`src/rtl/store_buffer_pkg.sv`:
```
`default_nettype none
// +------------------------------------------------------------------+
// | store_buffer_pkg : shared sizes for the posted-write store buffer |
// | rev 1.0                                                           |
// +------------------------------------------------------------------+
package store_buffer_pkg;

  localparam int SB_DEPTH   = 4;
  localparam int SB_ADDR_W  = 32;
  localparam int SB_DATA_W  = 32;
  localparam int SB_MASK_W  = 4;
  localparam int SB_WADDR_W = SB_ADDR_W - 2;

endpackage
`default_nettype wire

```
`src/rtl/store_buffer_fwd.sv`:
```
`default_nettype none
// +------------------------------------------------------------------+
// | store_buffer_fwd : per-byte youngest-match load forwarding mux    |
// | rev 1.0                                                           |
// +------------------------------------------------------------------+
module store_buffer_fwd
  import store_buffer_pkg::*;
#(
  parameter int DEPTH   = SB_DEPTH,
  parameter int WADDR_W = SB_WADDR_W,
  parameter int PTR_W   = $clog2(DEPTH)
) (
  input  logic [DEPTH-1:0]           valid,
  input  logic [PTR_W-1:0]           head,
  input  logic [DEPTH*WADDR_W-1:0]   addrs,
  input  logic [DEPTH*SB_DATA_W-1:0] datas,
  input  logic [DEPTH*SB_MASK_W-1:0] masks,
  input  logic [WADDR_W-1:0]         lookup_addr,
  input  logic [SB_DATA_W-1:0]       mem_rdata,
  output logic [SB_DATA_W-1:0]       rdata
);

  logic [WADDR_W-1:0]   w_addr [DEPTH];
  logic [SB_DATA_W-1:0] w_data [DEPTH];
  logic [SB_MASK_W-1:0] w_mask [DEPTH];

  for (genvar i = 0; i < DEPTH; i++) begin : g_unpack
    assign w_addr[i] = addrs[i*WADDR_W +: WADDR_W];
    assign w_data[i] = datas[i*SB_DATA_W +: SB_DATA_W];
    assign w_mask[i] = masks[i*SB_MASK_W +: SB_MASK_W];
  end

  // Walk oldest to youngest so a later match overrides an earlier one per lane.
  always_comb begin
    logic [PTR_W-1:0] w_idx;
    w_idx = '0;
    rdata = mem_rdata;
    for (int k = 0; k < DEPTH; k++) begin
      w_idx = head + PTR_W'(k);
      for (int b = 0; b < SB_MASK_W; b++) begin
        if (valid[w_idx] && (w_addr[w_idx] == lookup_addr) && w_mask[w_idx][b]) begin
          rdata[8*b +: 8] = w_data[w_idx][8*b +: 8];
        end
      end
    end
  end

endmodule
`default_nettype wire

```
`src/rtl/store_buffer.sv`:
```
`default_nettype none
// +------------------------------------------------------------------+
// | store_buffer : posted-write FIFO between core data port and memory|
// | rev 1.0                                                           |
// +------------------------------------------------------------------+
module store_buffer
  import store_buffer_pkg::*;
#(
  parameter int DEPTH  = SB_DEPTH,
  parameter int ADDR_W = SB_ADDR_W,
  parameter int DATA_W = SB_DATA_W
) (
  input  logic                     clk,
  input  logic                     rst,
  input  logic [ADDR_W-1:0]        core_addr,
  input  logic [DATA_W-1:0]        core_wdata,
  input  logic [SB_MASK_W-1:0]     core_wmask,
  input  logic                     core_wen,
  input  logic                     core_ren,
  output logic [DATA_W-1:0]        core_rdata,
  output logic                     core_stall,
  input  logic                     flush,
  output logic [ADDR_W-1:0]        mem_addr,
  output logic [DATA_W-1:0]        mem_wdata,
  output logic [SB_MASK_W-1:0]     mem_wmask,
  output logic                     mem_wen,
  input  logic [DATA_W-1:0]        mem_rdata,
  input  logic                     mem_ready,
  output logic                     empty,
  output logic [$clog2(DEPTH):0]   count
);

  localparam int PTR_W   = $clog2(DEPTH);
  localparam int CNT_W   = PTR_W + 1;
  localparam int WADDR_W = ADDR_W - 2;
  localparam logic [CNT_W-1:0] c_full = CNT_W'(DEPTH);

  logic [WADDR_W-1:0]   r_addr [DEPTH];
  logic [DATA_W-1:0]    r_data [DEPTH];
  logic [SB_MASK_W-1:0] r_mask [DEPTH];
  logic [PTR_W-1:0]     r_head, r_tail;
  logic [CNT_W-1:0]     r_count;

  logic w_empty, w_drain, w_push;
  logic [DEPTH-1:0]           w_valid;
  logic [DEPTH*WADDR_W-1:0]   w_addrs;
  logic [DEPTH*SB_DATA_W-1:0] w_datas;
  logic [DEPTH*SB_MASK_W-1:0] w_masks;

  assign w_empty    = (r_count == '0);
  assign w_drain    = !w_empty && !core_ren && mem_ready;
  assign core_stall = (core_wen && (r_count == c_full) && !w_drain) || (flush && !w_empty);
  assign w_push     = core_wen && !core_stall;
  assign empty      = w_empty;
  assign count      = r_count;

  always_ff @(posedge clk or posedge rst) begin
    if (rst) begin
      r_head  <= '0;
      r_tail  <= '0;
      r_count <= '0;
    end else begin
      if (w_push)  r_tail <= r_tail + 1'b1;
      if (w_drain) r_head <= r_head + 1'b1;
      case ({w_push, w_drain})
        2'b10:   r_count <= r_count + 1'b1;
        2'b01:   r_count <= r_count - 1'b1;
        default: r_count <= r_count;
      endcase
    end
  end

  // Entry payload needs no reset: validity is derived from head and count.
  always_ff @(posedge clk) begin
    if (w_push) begin
      r_addr[r_tail] <= core_addr[ADDR_W-1:2];
      r_data[r_tail] <= core_wdata;
      r_mask[r_tail] <= core_wmask;
    end
  end

  always_comb begin
    mem_addr  = core_addr;
    mem_wdata = '0;
    mem_wmask = '0;
    mem_wen   = 1'b0;
    if (!core_ren && !w_empty) begin
      mem_addr  = {r_addr[r_head], 2'b00};
      mem_wdata = r_data[r_head];
      mem_wmask = r_mask[r_head];
      mem_wen   = mem_ready;
    end
  end

  for (genvar i = 0; i < DEPTH; i++) begin : g_flat
    assign w_valid[i] = ({1'b0, PTR_W'(i) - r_head} < r_count);
    assign w_addrs[i*WADDR_W +: WADDR_W]     = r_addr[i];
    assign w_datas[i*SB_DATA_W +: SB_DATA_W] = r_data[i];
    assign w_masks[i*SB_MASK_W +: SB_MASK_W] = r_mask[i];
  end

  store_buffer_fwd #(
    .DEPTH   (DEPTH),
    .WADDR_W (WADDR_W),
    .PTR_W   (PTR_W)
  ) u_fwd (
    .valid       (w_valid),
    .head        (r_head),
    .addrs       (w_addrs),
    .datas       (w_datas),
    .masks       (w_masks),
    .lookup_addr (core_addr[ADDR_W-1:2]),
    .mem_rdata   (mem_rdata),
    .rdata       (core_rdata)
  );

  a_no_rw_collision: assert property (@(posedge clk) disable iff (rst) !(core_wen && core_ren));

endmodule
`default_nettype wire
```
`config.mk`:
```
export PLATFORM = sky130hd
export DESIGN_NAME = store_buffer
export DESIGN_NICKNAME = d
export VERILOG_FILES = /design/src/rtl/store_buffer_pkg.sv /design/src/rtl/store_buffer_fwd.sv /design/src/rtl/store_buffer.sv
export SDC_FILE = /design/constraint.sdc
export NUM_CORES = 1
export LEC_CHECK = 0
export ABC_AREA = 1
export CAP_MARGIN = 20
export CORE_AREA = 3 3 270 192
export DETAILED_ROUTE_END_ITERATION = 6
export DIE_AREA = 0 0 273 195
export PLACE_DENSITY = 0.71
export SLEW_MARGIN = 10
export SYNTH_ARGS = -nofsm -noshare
export SYNTH_HDL_FRONTEND = slang
export SYNTH_SLANG_ARGS = --single-unit
```
`constraint.sdc`:
```
create_clock -name clk -period 5.2 [get_ports clk]
set_input_delay 1.56 -clock clk [delete_from_list [all_inputs] [get_ports clk]]
set_output_delay 1.56 -clock clk [all_outputs]
set_load 0.1 [all_outputs]
```
==> flow_metrics.tcl <==
set metrics [dict create \
    startpoint_type "input pin" \
    clock_latency_ns 0.59 \
    crit_fanout 8 \
    ys_async_sr_fraction_pct 2.583 \
    die_height_um 195 \
    synth.most_common_cell "nand2_1" \
    grt_pass1_wl_um 104200 \
    cp-end-kind "primary output" \
    routed_wl_um 74710 \
    fp-row-count 68 \
    crit_slowest_cell "clkdlybuf4s15_2" \
    synth.top_cell.area_share_pct 40.16 \
    setup_viol 24 \
    crit_type "in2out" \
    dp_slack_ns -0.5903 \
    maxCapViolations 0 \
    dp.final_hpwl_um 43150 \
    initial_utilization_pct 40.07 \
    synth_cell_types 36 \
    clkPwrFrac_pct 11.7 \
    internal_power_mw 8.343 \
    required_ns 3.64 \
    gp_congestion 0.8899 \
    root_buffer "clkbuf_16" \
    max-vdd-ir-drop_v 0.0006343 \
    cts_max_level 1 \
    synth_edf_count 264 \
    violations "negative setup slack" \
    synthTopCellsByCount "nand2_1, o21ai_0, inv_1" \
    grt_max_degree 139 \
    drt_iter0_markers 2825 \
    arrival_ns 3.72 \
    yosysWarnings 0 \
    n_antenna_cell 0 \
    antenna_found_initial 4 \
    fin_ws_ns -0.07839 \
    synth_ff_type "edfxtp_1" \
    switchingPower_mw 9.667 \
    crit_family "simple AND/OR/NAND/NOR gates" \
    tritoncts "built" \
    syn_to_final_growth_pct 42.82 \
    die_area_um2 53240 \
    min_period_ns 5.278 \
    skew_ns 0.02278 \
    ios 212 \
    viasPerCell 5.369 \
    slew_headroom_pct 34.73 \
    cp_common_cell "nand2_1" \
    fin_setup_tns_ns -0.7114 \
    hold_viol 0 \
    yosys-top-cells-area "edfxtp_1, nand2_1, o21ai_0, nand3_1, inv_1" \
    period_share_pct 101.5 \
    die_x_um 273 \
    drt-wirelength-per-cell_um 18.96 \
    yosysSeqAreaShare_pct 41.05 \
    cts.reportedPaths.clkPinSlew_ns 0.06 \
    synth_area_um2 19740 \
    port_buffers 211 \
    yosys.area.top_type "edfxtp_1" \
    drive_above_1_share_pct 23.69 \
    worstMarginPinSlew_ns 0.9760 \
    num-nets-final 3366 \
    pwr-share-comb_pct 72.3 \
    numCtsBuffers 31 \
    sw_frac_of_total_pct 53.68 \
    p_per_area_nw_per_um2 638.9 \
    track_usage_pct 24.82 \
    path_cells "clkdlybuf4s15_2, inv_1, nand3_1, nand2_1, nor2_1, nand2_1, nor2_4, nand3_2, nor2_4, buf_12, nand2_4, nand2_1, nand3_2, nand2_1, nand2_1, nand2_2, buf_12" \
    syn-num-nets 3014 \
    grt.overflow.total 0 \
    report.final.slew_viol_count 0 \
    p_leak_nw 12.90 \
    drc_errors 0 \
    coreArea_um2 49260 \
    dr.pass1.iters 7 \
    synth-seq-cells 271 \
    fmaxAchievable_ghz 0.1895 \
    hold_path.class "reg2reg" \
    syn_inst 2898 \
    ant_nets 0 \
    grt_pass1_vias 18450 \
    cts.sinks 271 \
    cts.path.max_buffers 3 \
    rsz0062_at_grt "yes" \
    status "finished, violations left" \
    power_frac_seq_pct 16.1 \
    p_total_mw 18.01 \
    crit_buf_inv 4 \
    max_stage_delay_ns 0.25 \
    vias 21160 \
    syn_area_per_cell_um2 6.811 \
]
## logic make-up after synthesis
logic type                 Yosys count  share of synthesized area (%)
buffers and inverters              455                          9.813
adders and majority gates           10                         0.6720
and+or+nand+nor                   1747                          36.77
AOI/OAI and AO/OA                  359                          9.211
xor gates and xnor gates            56                          2.485
DFF                                271                          41.05
## worst register-to-register path: cells and delay by family, from the launching register on
family | cells | cell delay, ns
AND/OR/NAND/NOR | 6 | 1.28
buffers and inverters | 4 | 1.10
flip-flops | 1 | 0.53
## routing by layer
metal | GRT usage [%] | share of wire (%) | vias up
met5 | 0 | 0.083 | -
met4 | 6.873 | 3.4 | 8
met3 | 4.312 | 12 | 199
met2 | 37.57 | 42 | 1208
met1 | 36.46 | 42 | 9637
li1 | - | - | 10100
## area by class of cell
cell class | count | area (um^2)
tap | 665 | 832.0
clock buffer | 36 | 794.5
sequential | 271 | 8110
clock inverter | 22 | 157.7
timing repair inverter | 2 | 25.02
timing repair buffer | 460 | 6123
fill | 4307 | 21070
inverter | 311 | 1207
multi-input combinational | 2173 | 10940
## flip-flops by register name, summed over array words and instances (netlist names)
register / flops
r_head: 2
r_tail: 2
r_addr: 120
count: 3
r_data: 128
r_mask: 16
## placed cells by master, fill, tap and decap left out, types with 15 or more instances in the layout
cell | synthesis | final
o21ai_1 | 13 | 19
buf_2 | 51 | 15
nand2_2 | 2 | 109
clkdlybuf4s50_1 | 0 | 79
buf_4 | 12 | 141
xor2_1 | 55 | 50
nor2_1 | 149 | 96
inv_2 | 1 | 22
nor2_2 | 11 | 50
buf_6 | 15 | 37
nand3_2 | 0 | 59
nor2_4 | 3 | 17
inv_1 | 304 | 281
o21ai_0 | 334 | 294
o21ai_2 | 4 | 38
nand4_1 | 42 | 42
buf_12 | 0 | 128
edfxtp_1 | 264 | 264
clkbuf_16 | 0 | 53
nand2_1 | 1212 | 1087
nand3_1 | 301 | 237
## timing repair
| item | 4_1_cts | 5_1_grt |
|---|---|---|
| setup endpoints to repair | 32 | 32 |
| setup buffers | 22 | 34 |
| pin swaps | 41 | 77 |
| hold buffers | 0 | 0 |
| resized for setup | 179 | 261 |
| cloned | 13 | 31 |
## power groups by stage
stage                     registers, mW  clock network, mW  logic (mW)
final                              2.90               2.10        13.0
after detailed placement           2.93                  0        10.2
after floorplan                    2.98                  0        7.25
after CTS                          2.89               2.13        11.1
after global routing               2.92               2.21        13.9
after global placement             2.93                  0        10.1
## path summary, 6_finish.rpt
path / from / endpoint / slack (ns) / cells after the start
min in group asynchronous: rst / r_tail[1]$_DFFE_PP0P_ / 1.22 / 2
max in group asynchronous: rst / r_head[1]$_DFFE_PP0N_ / 3.73 / 2
setup / recovery: core_addr[12] / core_rdata[13] / -0.08 / 17
hold reg to reg: count[1]$_DFFE_PP0P_ / count[1]$_DFFE_PP0P_ / 0.58 / 2
hold / removal: count[1]$_DFFE_PP0P_ / count[1]$_DFFE_PP0P_ / 0.58 / 2
setup reg to reg: count[2]$_DFFE_PP0P_ / r_data[2][3]$_DFFE_PP_ / 1.86 / 10
## stage by stage
step	instances	util (%)	hold slack [ns]	instance area (um^2)
CTS	3877	53.86	0.6006	26530
detailed placement	3784	50.12	0.5834	24690
global route	3940	57.22	0.6401	28190
floorplan	2898	-	0.5566	20010
global placement	3784	50.12	0.5581	24690
finish	3940	57.22	0.5847	28190
No activity file was read; power rests on OpenSTA's default activity.
